--- config.mk ---
export PLATFORM = sky130hd
export DESIGN_NAME = imm_bus_arbiter_flat
export DESIGN_NICKNAME = d
export VERILOG_FILES = /design/src/rtl/imm_bus_arbiter_pkg.sv /design/src/rtl/imm_bus_arbiter_if.sv /design/src/rtl/imm_bus_arbiter_rr_pick.sv /design/src/rtl/imm_bus_arbiter.sv /design/src/flat_wrapper.sv
export SDC_FILE = /design/constraint.sdc
export NUM_CORES = 1
export LEC_CHECK = 0
export ABC_AREA = 0
export CORE_ASPECT_RATIO = 1.25
export CORE_UTILIZATION = 53
export CTS_CLUSTER_DIAMETER = 80
export DETAILED_ROUTE_END_ITERATION = 10
export GPL_ROUTABILITY_DRIVEN = 0
export PLACE_DENSITY = 0.74
export SYNTH_ARGS = -nofsm -noshare
export SYNTH_HDL_FRONTEND = slang
export SYNTH_HIERARCHICAL = 1
export SYNTH_SLANG_ARGS = --single-unit
export TNS_END_PERCENT = 1
--- constraint.sdc ---
create_clock -name clk -period 2.3 [get_ports clk]
set_input_delay 0.46 -clock clk [delete_from_list [all_inputs] [get_ports clk]]
set_output_delay 0.46 -clock clk [all_outputs]
set_load 0.05 [all_outputs]
--- src/rtl/imm_bus_arbiter_pkg.sv ---
// -----------------------------------------------------------------------------
// bus_arb_pkg: shared types and constants for the immediate-aware bus arbiter.
//   arb_state_e     : arbiter FSM states (IDLE, GRANT, TURN)
//   ext_sel_e       : sign-extend unit select codes; any code other than
//                     EXT_ONE / EXT_ZERO26 selects 16-bit sign extension
//   DEFAULT_IMM_IDX : requester index normally owned by the sign-extend unit
// -----------------------------------------------------------------------------
package bus_arb_pkg;

    typedef enum logic [1:0] {
        IDLE  = 2'b00,
        GRANT = 2'b01,
        TURN  = 2'b10
    } arb_state_e;

    typedef enum logic [1:0] {
        EXT_SIGN16 = 2'b00,
        EXT_ONE    = 2'b10,
        EXT_ZERO26 = 2'b11
    } ext_sel_e;

    localparam int unsigned DEFAULT_IMM_IDX = 3;

endpackage

--- src/rtl/imm_bus_arbiter_if.sv ---
// -----------------------------------------------------------------------------
// imm_bus_arbiter_if: request/grant bundle between the control FSM, the arbiter
// and the bus drivers' output enables.
//   req        : level request per driver, held until done
//   imm_sel_in : ext-select from the control FSM
//   gnt        : one-hot grant, output enable for non-immediate drivers
//   imm_extsel : ext-select latched at immediate grant
//   imm_oe_h   : immediate output enable, bits [31:28]
//   imm_oe_l   : immediate output enable, bits [27:0]
//   bus_busy   : bus currently owned (including immediate setup cycle)
// Modports: master = requester side, slave = arbiter side.
// -----------------------------------------------------------------------------
interface imm_bus_arbiter_if #(
    parameter int unsigned NREQ = 4
);
    logic [NREQ-1:0] req;
    logic [1:0]      imm_sel_in;
    logic [NREQ-1:0] gnt;
    logic [1:0]      imm_extsel;
    logic            imm_oe_h;
    logic            imm_oe_l;
    logic            bus_busy;

    modport master (
        output req, imm_sel_in,
        input  gnt, imm_extsel, imm_oe_h, imm_oe_l, bus_busy
    );

    modport slave (
        input  req, imm_sel_in,
        output gnt, imm_extsel, imm_oe_h, imm_oe_l, bus_busy
    );
endinterface

--- src/rtl/imm_bus_arbiter_rr_pick.sv ---
// -----------------------------------------------------------------------------
// rr_pick: combinational circular priority picker.
//   req_i    : request vector
//   start_i  : index searched first; search proceeds upward and wraps
//   onehot_o : one-hot winner (zero when no request)
//   idx_o    : winner index
//   valid_o  : at least one request present
// Fixed priority is this picker with start_i tied to zero.
// -----------------------------------------------------------------------------
module rr_pick #(
    parameter int unsigned NREQ = 4,
    parameter int unsigned IW   = (NREQ > 1) ? $clog2(NREQ) : 1
) (
    input  logic [NREQ-1:0] req_i,
    input  logic [IW-1:0]   start_i,
    output logic [NREQ-1:0] onehot_o,
    output logic [IW-1:0]   idx_o,
    output logic            valid_o
);
    always_comb begin
        logic        found;
        int unsigned j;
        onehot_o = '0;
        idx_o    = '0;
        found    = 1'b0;
        j        = 0;
        for (int unsigned i = 0; i < NREQ; i++) begin
            j = i + 32'(start_i);
            if (j >= NREQ) begin
                j = j - NREQ;
            end
            if (!found && req_i[j]) begin
                found    = 1'b1;
                idx_o    = IW'(j);
                onehot_o = NREQ'(1) << j;
            end
        end
        valid_o = found;
    end
endmodule

--- src/rtl/imm_bus_arbiter.sv ---
// -----------------------------------------------------------------------------
// imm_bus_arbiter: grants the shared internal tri-state bus to one driver at a
// time, enforces TURN_CYC idle cycles between grants, preempts after MAX_HOLD
// cycles when someone else is waiting, and sequences the sign-extend unit
// (latch ext-select on grant, raise its output enables one cycle later).
// Ports:
//   clk : clock, all state on rising edge
//   rst : synchronous active-high reset
//   bus : imm_bus_arbiter_if.slave (req, imm_sel_in in; gnt, imm_extsel,
//         imm_oe_h, imm_oe_l, bus_busy out)
// Build option: RR_ARB_EN selects round-robin arbitration starting after the
// last winner; without it the lowest requesting index wins.
// -----------------------------------------------------------------------------
module imm_bus_arbiter
    import bus_arb_pkg::*;
#(
    parameter int unsigned NREQ     = 4,
    parameter int unsigned IMM_IDX  = DEFAULT_IMM_IDX,
    parameter int unsigned MAX_HOLD = 8,
    parameter int unsigned TURN_CYC = 1
) (
    input  logic               clk,
    input  logic               rst,
    imm_bus_arbiter_if.slave   bus
);
    localparam int unsigned IW = (NREQ > 1) ? $clog2(NREQ) : 1;
    localparam int unsigned HW = (MAX_HOLD > 1) ? $clog2(MAX_HOLD) : 1;
    localparam int unsigned TW = $clog2(TURN_CYC + 1);

    localparam logic [HW-1:0] HOLD_LAST = HW'(MAX_HOLD - 1);
    localparam logic [TW-1:0] TURN_LAST = TW'(TURN_CYC - 1);
    localparam logic [IW-1:0] IMM_SEL   = IW'(IMM_IDX);

    arb_state_e      state_q, state_d;
    logic [IW-1:0]   win_q, win_d;
    logic [HW-1:0]   hold_q, hold_d;
    logic [TW-1:0]   turn_q, turn_d;
    logic [NREQ-1:0] gnt_q, gnt_d;
    logic            oe_q, oe_d;
    logic [1:0]      extsel_q, extsel_d;
    logic            busy_q, busy_d;

    logic [IW-1:0]   start_ptr;
    logic [NREQ-1:0] pick_onehot;
    logic [IW-1:0]   pick_idx;
    logic            pick_valid;
    logic            others_pending;
    logic            issue;

`ifdef RR_ARB_EN
    localparam logic [IW-1:0] PTR_RST = IW'(NREQ - 1);
    logic [IW-1:0] rr_ptr_q, rr_ptr_d;

    assign start_ptr = (rr_ptr_q == PTR_RST) ? '0 : rr_ptr_q + 1'b1;

    always_ff @(posedge clk) begin
        if (rst) begin
            rr_ptr_q <= PTR_RST;
        end else begin
            rr_ptr_q <= rr_ptr_d;
        end
    end

    always_comb begin
        rr_ptr_d = rr_ptr_q;
        if (issue) begin
            rr_ptr_d = pick_idx;
        end
    end
`else
    assign start_ptr = '0;
`endif

    rr_pick #(
        .NREQ (NREQ),
        .IW   (IW)
    ) u_pick (
        .req_i    (bus.req),
        .start_i  (start_ptr),
        .onehot_o (pick_onehot),
        .idx_o    (pick_idx),
        .valid_o  (pick_valid)
    );

    assign others_pending = (bus.req & ~(NREQ'(1) << win_q)) != '0;

    always_comb begin
        state_d  = state_q;
        win_d    = win_q;
        hold_d   = hold_q;
        turn_d   = turn_q;
        gnt_d    = gnt_q;
        oe_d     = oe_q;
        extsel_d = extsel_q;
        busy_d   = busy_q;
        issue    = 1'b0;

        unique case (state_q)
            IDLE: begin
                issue = pick_valid;
            end
            GRANT: begin
                if (!bus.req[win_q] || (hold_q == HOLD_LAST && others_pending)) begin
                    state_d = TURN;
                    turn_d  = '0;
                    gnt_d   = '0;
                    oe_d    = 1'b0;
                    busy_d  = 1'b0;
                end else begin
                    if (hold_q != HOLD_LAST) begin
                        hold_d = hold_q + 1'b1;
                    end
                    // First immediate grant cycle is the ext-select setup cycle.
                    if (win_q == IMM_SEL) begin
                        oe_d = 1'b1;
                    end
                end
            end
            TURN: begin
                if (turn_q == TURN_LAST) begin
                    if (pick_valid) begin
                        issue = 1'b1;
                    end else begin
                        state_d = IDLE;
                    end
                end else begin
                    turn_d = turn_q + 1'b1;
                end
            end
            default: begin
                state_d = IDLE;
            end
        endcase

        if (issue) begin
            state_d = GRANT;
            win_d   = pick_idx;
            hold_d  = '0;
            busy_d  = 1'b1;
            oe_d    = 1'b0;
            if (pick_idx == IMM_SEL) begin
                // Sign-extend unit never sees gnt; it is driven through its OEs.
                gnt_d    = '0;
                extsel_d = bus.imm_sel_in;
            end else begin
                gnt_d = pick_onehot;
            end
        end
    end

    always_ff @(posedge clk) begin
        if (rst) begin
            state_q  <= IDLE;
            win_q    <= '0;
            hold_q   <= '0;
            turn_q   <= '0;
            gnt_q    <= '0;
            oe_q     <= 1'b0;
            extsel_q <= 2'b00;
            busy_q   <= 1'b0;
        end else begin
            state_q  <= state_d;
            win_q    <= win_d;
            hold_q   <= hold_d;
            turn_q   <= turn_d;
            gnt_q    <= gnt_d;
            oe_q     <= oe_d;
            extsel_q <= extsel_d;
            busy_q   <= busy_d;
        end
    end

    assign bus.gnt        = gnt_q;
    assign bus.imm_oe_h   = oe_q;
    assign bus.imm_oe_l   = oe_q;
    assign bus.imm_extsel = extsel_q;
    assign bus.bus_busy   = busy_q;

endmodule

--- src/flat_wrapper.sv ---
// flat-port wrapper written by rule: the top's interface ports become plain ports
module imm_bus_arbiter_flat import bus_arb_pkg::*;
#(
    parameter int unsigned NREQ     = 4,
    parameter int unsigned IMM_IDX  = DEFAULT_IMM_IDX,
    parameter int unsigned MAX_HOLD = 8,
    parameter int unsigned TURN_CYC = 1
)
  (clk, rst, bus_req, bus_imm_sel_in, bus_gnt, bus_imm_extsel, bus_imm_oe_h, bus_imm_oe_l, bus_bus_busy);
  imm_bus_arbiter_if #(.NREQ(NREQ)) bus_i ();
  input  logic clk;
  input  logic rst;
  input wire logic [$bits(bus_i.req)-1:0] bus_req;
  input wire logic [$bits(bus_i.imm_sel_in)-1:0] bus_imm_sel_in;
  output wire logic [$bits(bus_i.gnt)-1:0] bus_gnt;
  output wire logic [$bits(bus_i.imm_extsel)-1:0] bus_imm_extsel;
  output wire logic [$bits(bus_i.imm_oe_h)-1:0] bus_imm_oe_h;
  output wire logic [$bits(bus_i.imm_oe_l)-1:0] bus_imm_oe_l;
  output wire logic [$bits(bus_i.bus_busy)-1:0] bus_bus_busy;
  assign bus_i.req = bus_req;
  assign bus_i.imm_sel_in = bus_imm_sel_in;
  assign bus_gnt = bus_i.gnt;
  assign bus_imm_extsel = bus_i.imm_extsel;
  assign bus_imm_oe_h = bus_i.imm_oe_h;
  assign bus_imm_oe_l = bus_i.imm_oe_l;
  assign bus_bus_busy = bus_i.bus_busy;
  imm_bus_arbiter #(.NREQ(NREQ), .IMM_IDX(IMM_IDX), .MAX_HOLD(MAX_HOLD), .TURN_CYC(TURN_CYC)) u_core (.clk(clk), .rst(rst), .bus(bus_i));
endmodule
== After elaboration in Yosys (flattened, before gate mapping) ==
Index checks and enable logic that the tools add are counted.

* Magnitude comparators: 1
* Reduce and logical (&&, ||, !) cells: 23
* Mux-type cells: 32
* Add/subtract/negate cells: 2
* Bitwise gates (word level): 4
* Shift operators: 1
* Equality and inequality tests: 13

{| class="wikitable"
|+ Operator list
! cell !! count
|-
| 4-bit two-way mux || 7
|-
| 1-bit two-way mux || 16
|-
| 2-bit two-way mux || 5
|-
| 3-bit != test (second input constant) || 3
|-
| 2-bit AND reduction || 4
|-
| 4-bit AND reduction || 2
|-
| 2-bit nonzero test || 4
|-
| 2-bit equality test (second input constant) || 3
|-
| 2-bit case mux with 3 select lines || 1
|-
| 4-bit bitwise AND || 1
|-
| 1-bit logical AND || 4
|-
| 1-bit logical NOT || 4
|-
| 2-bit by 1-bit != test with 1-bit output (second input constant) || 2
|-
| 2-bit != test (second input constant) || 2
|-
| 4-bit NOT || 1
|-
| 1-bit case mux with 2 select lines || 2
|-
| 4-bit nonzero test || 1
|-
| 1-bit by 2-bit left shift with 4-bit output (first input constant) || 1
|-
| 3-bit by 1-bit adder with 3-bit output (second input constant) || 1
|-
| 3-bit equality test (second input constant) || 1
|-
| 2-bit by 3-bit less-than comparator with 1-bit output (second input constant) || 1
|-
| 3-bit by 1-bit != test with 1-bit output (second input constant) || 1
|-
| 3-bit AND reduction || 1
|-
| 1-bit binary-select mux with 2-bit select || 1
|-
| 6 further kinds || 7
|}

* Flip-flop bits (word level): 16
* Output and inout port bits: 9
* Word-level logic and storage cells: 85

== Depth between registers and ports, before layout ==
* Word-level depth: 15
* Gate-level depth with buffers: 10
* Mapped depth without buffers: 9

== By module ==
Netlist, hierarchy kept.

{| class="wikitable"
|+ Modules (own cells, without submodules)
! module !! instances !! area each (um^2) !! cells an instance !! seq. area each (um^2)
|-
| imm_bus_arbiter || 1 || 709.4 || 72 || 300.3
|-
| rr_pick || 1 || 462.9 || 47 || 0.0
|}

== Worst setup path before layout ==
OpenSTA, ideal clock, no wires.

* Path kind: input-to-reg
* Start point: in bus_req[2]
* End point: reg u_core.gnt_q[0] (netlist: u_core/bus.gnt[0])
* Path slack: 0.245 ns
* Data arrival time: 1.993 ns
* Stages: 6
* Library setup time: 0.062 ns
* Path buffers: 0
* Cell sequence: mux4_2 -> nor2b_4 -> a221oi_1 -> o21ai_0 -> a211oi_1 -> a32o_1

{| class="wikitable"
|+ RTL lines
! item !! line !! RTL
|-
| start: declaration || flat_wrapper.sv:13 || <nowiki>input wire logic [$bits(bus_i.req)-1:0] bus_req;</nowiki>
|-
| 1-bit logical AND (*) || imm_bus_arbiter_rr_pick.sv:32 || <nowiki>if (!found && req_i[j]) begin</nowiki>
|-
| 1-bit two-way mux || imm_bus_arbiter_rr_pick.sv:32 ||
|-
| 1-bit logical NOT || imm_bus_arbiter_rr_pick.sv:32 ||
|-
| 1-bit logical AND || imm_bus_arbiter_rr_pick.sv:32 ||
|-
| 2-bit two-way mux (*) || imm_bus_arbiter_rr_pick.sv:32 ||
|-
| net u_core.pick_idx[1] || imm_bus_arbiter.sv:45 || <nowiki>logic [IW-1:0] pick_idx;</nowiki>
|-
| 2-bit equality test (*) || imm_bus_arbiter.sv:141 || <nowiki>if (pick_idx == IMM_SEL) begin</nowiki>
|-
| 4-bit two-way mux (*) || imm_bus_arbiter.sv:141 ||
|-
| 4-bit two-way mux (*) || imm_bus_arbiter.sv:135 || <nowiki>if (issue) begin</nowiki>
|-
| end signal: assignment || imm_bus_arbiter.sv:166 || <nowiki>gnt_q <= gnt_d;</nowiki>
|-
| end: declaration || imm_bus_arbiter.sv:38 || <nowiki>logic [NREQ-1:0] gnt_q, gnt_d;</nowiki>
|}

Mark *: on every way through the listed nets, which the timed path passes. The rest lies on a longest branch. The select of a mux whose other input is x is not followed.
A chain may end at the register's enable or synchronous reset.

== Worst setup path in the final report ==
* Start point: in bus_req[2]
* End point: reg u_core.extsel_q[1] (netlist: u_core/bus.imm_extsel[1])

* Longest elaborated chain between the ends: 9

{| class="wikitable"
|+ Ends and longest elaborated chain
! item !! line !! RTL
|-
| 1-bit logical AND (*) || imm_bus_arbiter_rr_pick.sv:32 ||
|-
| 1-bit two-way mux (*) || imm_bus_arbiter_rr_pick.sv:32 ||
|-
| 1-bit logical NOT || imm_bus_arbiter_rr_pick.sv:32 ||
|-
| 1-bit logical AND || imm_bus_arbiter_rr_pick.sv:32 ||
|-
| 1-bit two-way mux (*) || imm_bus_arbiter_rr_pick.sv:32 ||
|-
| net u_core.pick_valid || imm_bus_arbiter.sv:46 || <nowiki>logic pick_valid;</nowiki>
|-
| 1-bit two-way mux || imm_bus_arbiter.sv:121 || <nowiki>if (pick_valid) begin</nowiki>
|-
| 1-bit two-way mux || imm_bus_arbiter.sv:120 || <nowiki>if (turn_q == TURN_LAST) begin</nowiki>
|-
| 1-bit case mux with 2 select lines (*) || imm_bus_arbiter.sv:98 || <nowiki>unique case (state_q)</nowiki>
|-
| 2-bit AND reduction (no line) (*) || - ||
|-
| end signal: assignment || imm_bus_arbiter.sv:168 || <nowiki>extsel_q <= extsel_d;</nowiki>
|-
| end: declaration || imm_bus_arbiter.sv:40 || <nowiki>logic [1:0] extsel_q, extsel_d;</nowiki>
|}

Mark *: on every way through the listed nets, which the timed path passes. The rest lies on a longest branch.

==> qor.yml <==
cp_max_fo: 4
grt_pass1_wl_um: 3829
clock_power_share_pct: 19.8
yosysMostFrequentCell: "dfxtp_1"
reg2regPathDepth: 4
num_rows: 18
finalPower_uw: 759.0
ys_types: 42
fp.dieH_um: 54.59
port_buffers: 16
finalClockSkew_ns: 0.004637
grt_pass1_vias: 908
clk_pin_slew_ns: 0.09
place_area_mm2: 0.001451
ir_worst_vdd_uv: 451.9
dp.cells: 175
start_util_pct: 57.84
min_path_type: "flip-flop to flip-flop"
synth_cells: 119
dr.pass1.iters: 4
instances_no_fill: 180
arrival_ns: 2.38
nets: 179
synth_edf_count: 0
fin_crit_ns: 2.204
h-tree-depth: 1
core-area_mm2: 0.002027
netlist_area_mm2: 0.001172
maxClockFrequency_ghz: 0.4537
cap_violations: 0
fp.dieW_um: 44.07
cts_max_path_buffers: 2
final_area_mm2: 0.001498
synth_warnings: 6
switching_share_pct: 35.61
netlist_top_cells_count: "dfxtp_1, ha_1, nand2_1"
routed_wl_um: 2382
cp-start-kind: "input pin"
finalSetupViolations: 0
final_util_pct: 73.89
grt_overflow: 0
finalCritPeriodShare_pct: 95.83
yosysTopAreaCellShare_pct: 25.61
netlist_top_cells_area: "dfxtp_1, ha_1, mux4_2, a32o_1, mux2i_1"
p_comb_share_pct: 41.1
place_hpwl_um: 1934
critPathRequiredTime_ns: 2.47
endpoint_kind: "flip-flop"
ys_seq_area_share_pct: 25.61
drive_gt1_share_pct: 21.25
p_switching_uw: 270.3
ys_seq_elements: 15
pwr_density_cell_mw_per_mm2: 506.8
final_max_slew_viol_count: 0
rsz0062_at_grt: "false"
cts.sinks: 15
p_int_uw: 488.7
yosys.area.top_type: "dfxtp_1"
crit_type: "input pin to flip-flop"
die-area_mm2: 0.002405
leakage_uw: 0.0006208
drt_iter0_markers: 13
cts_tree: "yes"
via_per_inst: 5.706
status: "complete, no violations"
drc: 0
antenna_found_initial: 0
synth-async-reset-ratio_pct: 0
worst_slew_pin_slew_ns: 0.5115
report.final.hold_viol_count: 0
via_count: 1027
grt_usage_pct: 21.63
seq_power_share_pct: 39.1
relSlewSlack_pct: 65.79
whs_path_depth: 2
antenna_cells: 0
grt_max_degree: 11
synth_ff_type: "dfxtp_1"
synth_area_per_cell_um2: 9.852
clk_latency_ns: 0.28
clockRootBuffer: "clkbuf_4"
ant_nets: 0
area_growth_pct: 27.75
ios: 17
routedWlPerCell_um: 13.23
cts-buffers-inserted: 3
worst paths after layout:
kind / endpoint / start / slack (ns)
setup / recovery: u_core/bus.imm_extsel[1] / bus_req[2] / 0.1
hold / removal: u_core/hold_q[1] / u_core/hold_q[1] / 0.48
setup reg to reg: u_core/bus.gnt[1] / u_core/win_q[0] / 0.51
hold reg to reg: u_core/hold_q[1] / u_core/hold_q[1] / 0.48
stage by stage:
| stage | setup WS (ns) | TNS (ns) | hold WS [ns] |
|---|---|---|---|
| after floorplan | 0.2450 | 0 | 0.4482 |
| after global placement | -0.2930 | -1.853 | 0.4604 |
| after detailed placement | -0.3456 | -2.332 | 0.4711 |
| after CTS | 0.06107 | 0 | 0.4813 |
| after global routing | 0.01079 | 0 | 0.5281 |
| final | 0.09588 | 0 | 0.4780 |
area by class of cell:
cell class                 count  area, µm²
multi-input combinational    109      884.6
tap                           20      25.02
inverter                       5      18.77
clock buffer                   4      26.28
fill                         163      529.3
sequential                    15      300.3
timing repair buffer          27      242.7
cells by family after synthesis:
| group | share of synthesized area [%] |
|---|---|
| other | 0.3199 |
| muxes | 14.83 |
| adders and majority gates | 10.67 |
| buffers and inverters | 4.801 |
| xor gates and xnor gates | 0.7472 |
| and+or+nand+nor | 20.60 |
| DFF | 25.61 |
| AOI/OAI and AO/OA | 22.41 |
state kept, by name, indices dropped and copies added (netlist names):
signal,count
u_core/bus.bus_busy,1
u_core/bus.gnt,4
u_core/bus.imm_extsel,2
u_core/bus.imm_oe_h,1
u_core/hold_q,3
u_core/state_q,2
u_core/win_q,2
worst max-delay path, cell delays in order:
cell and delay [ns]:
clkdlybuf4s50_1 0.43, mux4_2 0.49, buf_4 0.16, nor3_4 0.13, nand2b_1 0.11, nor2b_1 0.18
nand3_1 0.15, mux2i_1 0.21, nor2_1 0.06
cell usage in the layout (no fill, tap or decap), types with 5 or more instances in the layout:
| master | Yosys | layout |
|---|---|---|
| a21oi_1 | 5 | 5 |
| buf_4 | 2 | 11 |
| clkdlybuf4s50_1 | 0 | 16 |
| conb_1 | 1 | 16 |
| dfxtp_1 | 15 | 15 |
| ha_1 | 10 | 10 |
| inv_1 | 5 | 5 |
| mux2i_1 | 5 | 5 |
| mux4_2 | 5 | 5 |
| nand2_1 | 8 | 8 |
| nor2_1 | 7 | 7 |
layer usage:
layer	global-route usage [%]	share of wire (%)	vias up
met2	40.20	53	13
met3	2.310	1.9	4
met5	0	0	-
li1	-	-	523
met4	10.61	1.6	0
met1	24.34	44	487
power groups by stage:
stage	registers [µW]	clock network, µW	logic, µW
CTS	297	155	304
floorplan	340	0	173
detailed placement	303	0	301
finish	297	150	312
global placement	302	0	295
global route	300	166	340
repair_timing:
item	4_1_cts	5_1_grt
setup endpoints to repair	4	6
pin swaps	0	3
hold endpoints to repair	0	0
setup buffers	0	1
gates resized for setup	1	3
hold buffers	0	0
Note: power is estimated with default switching activity, not from simulation.
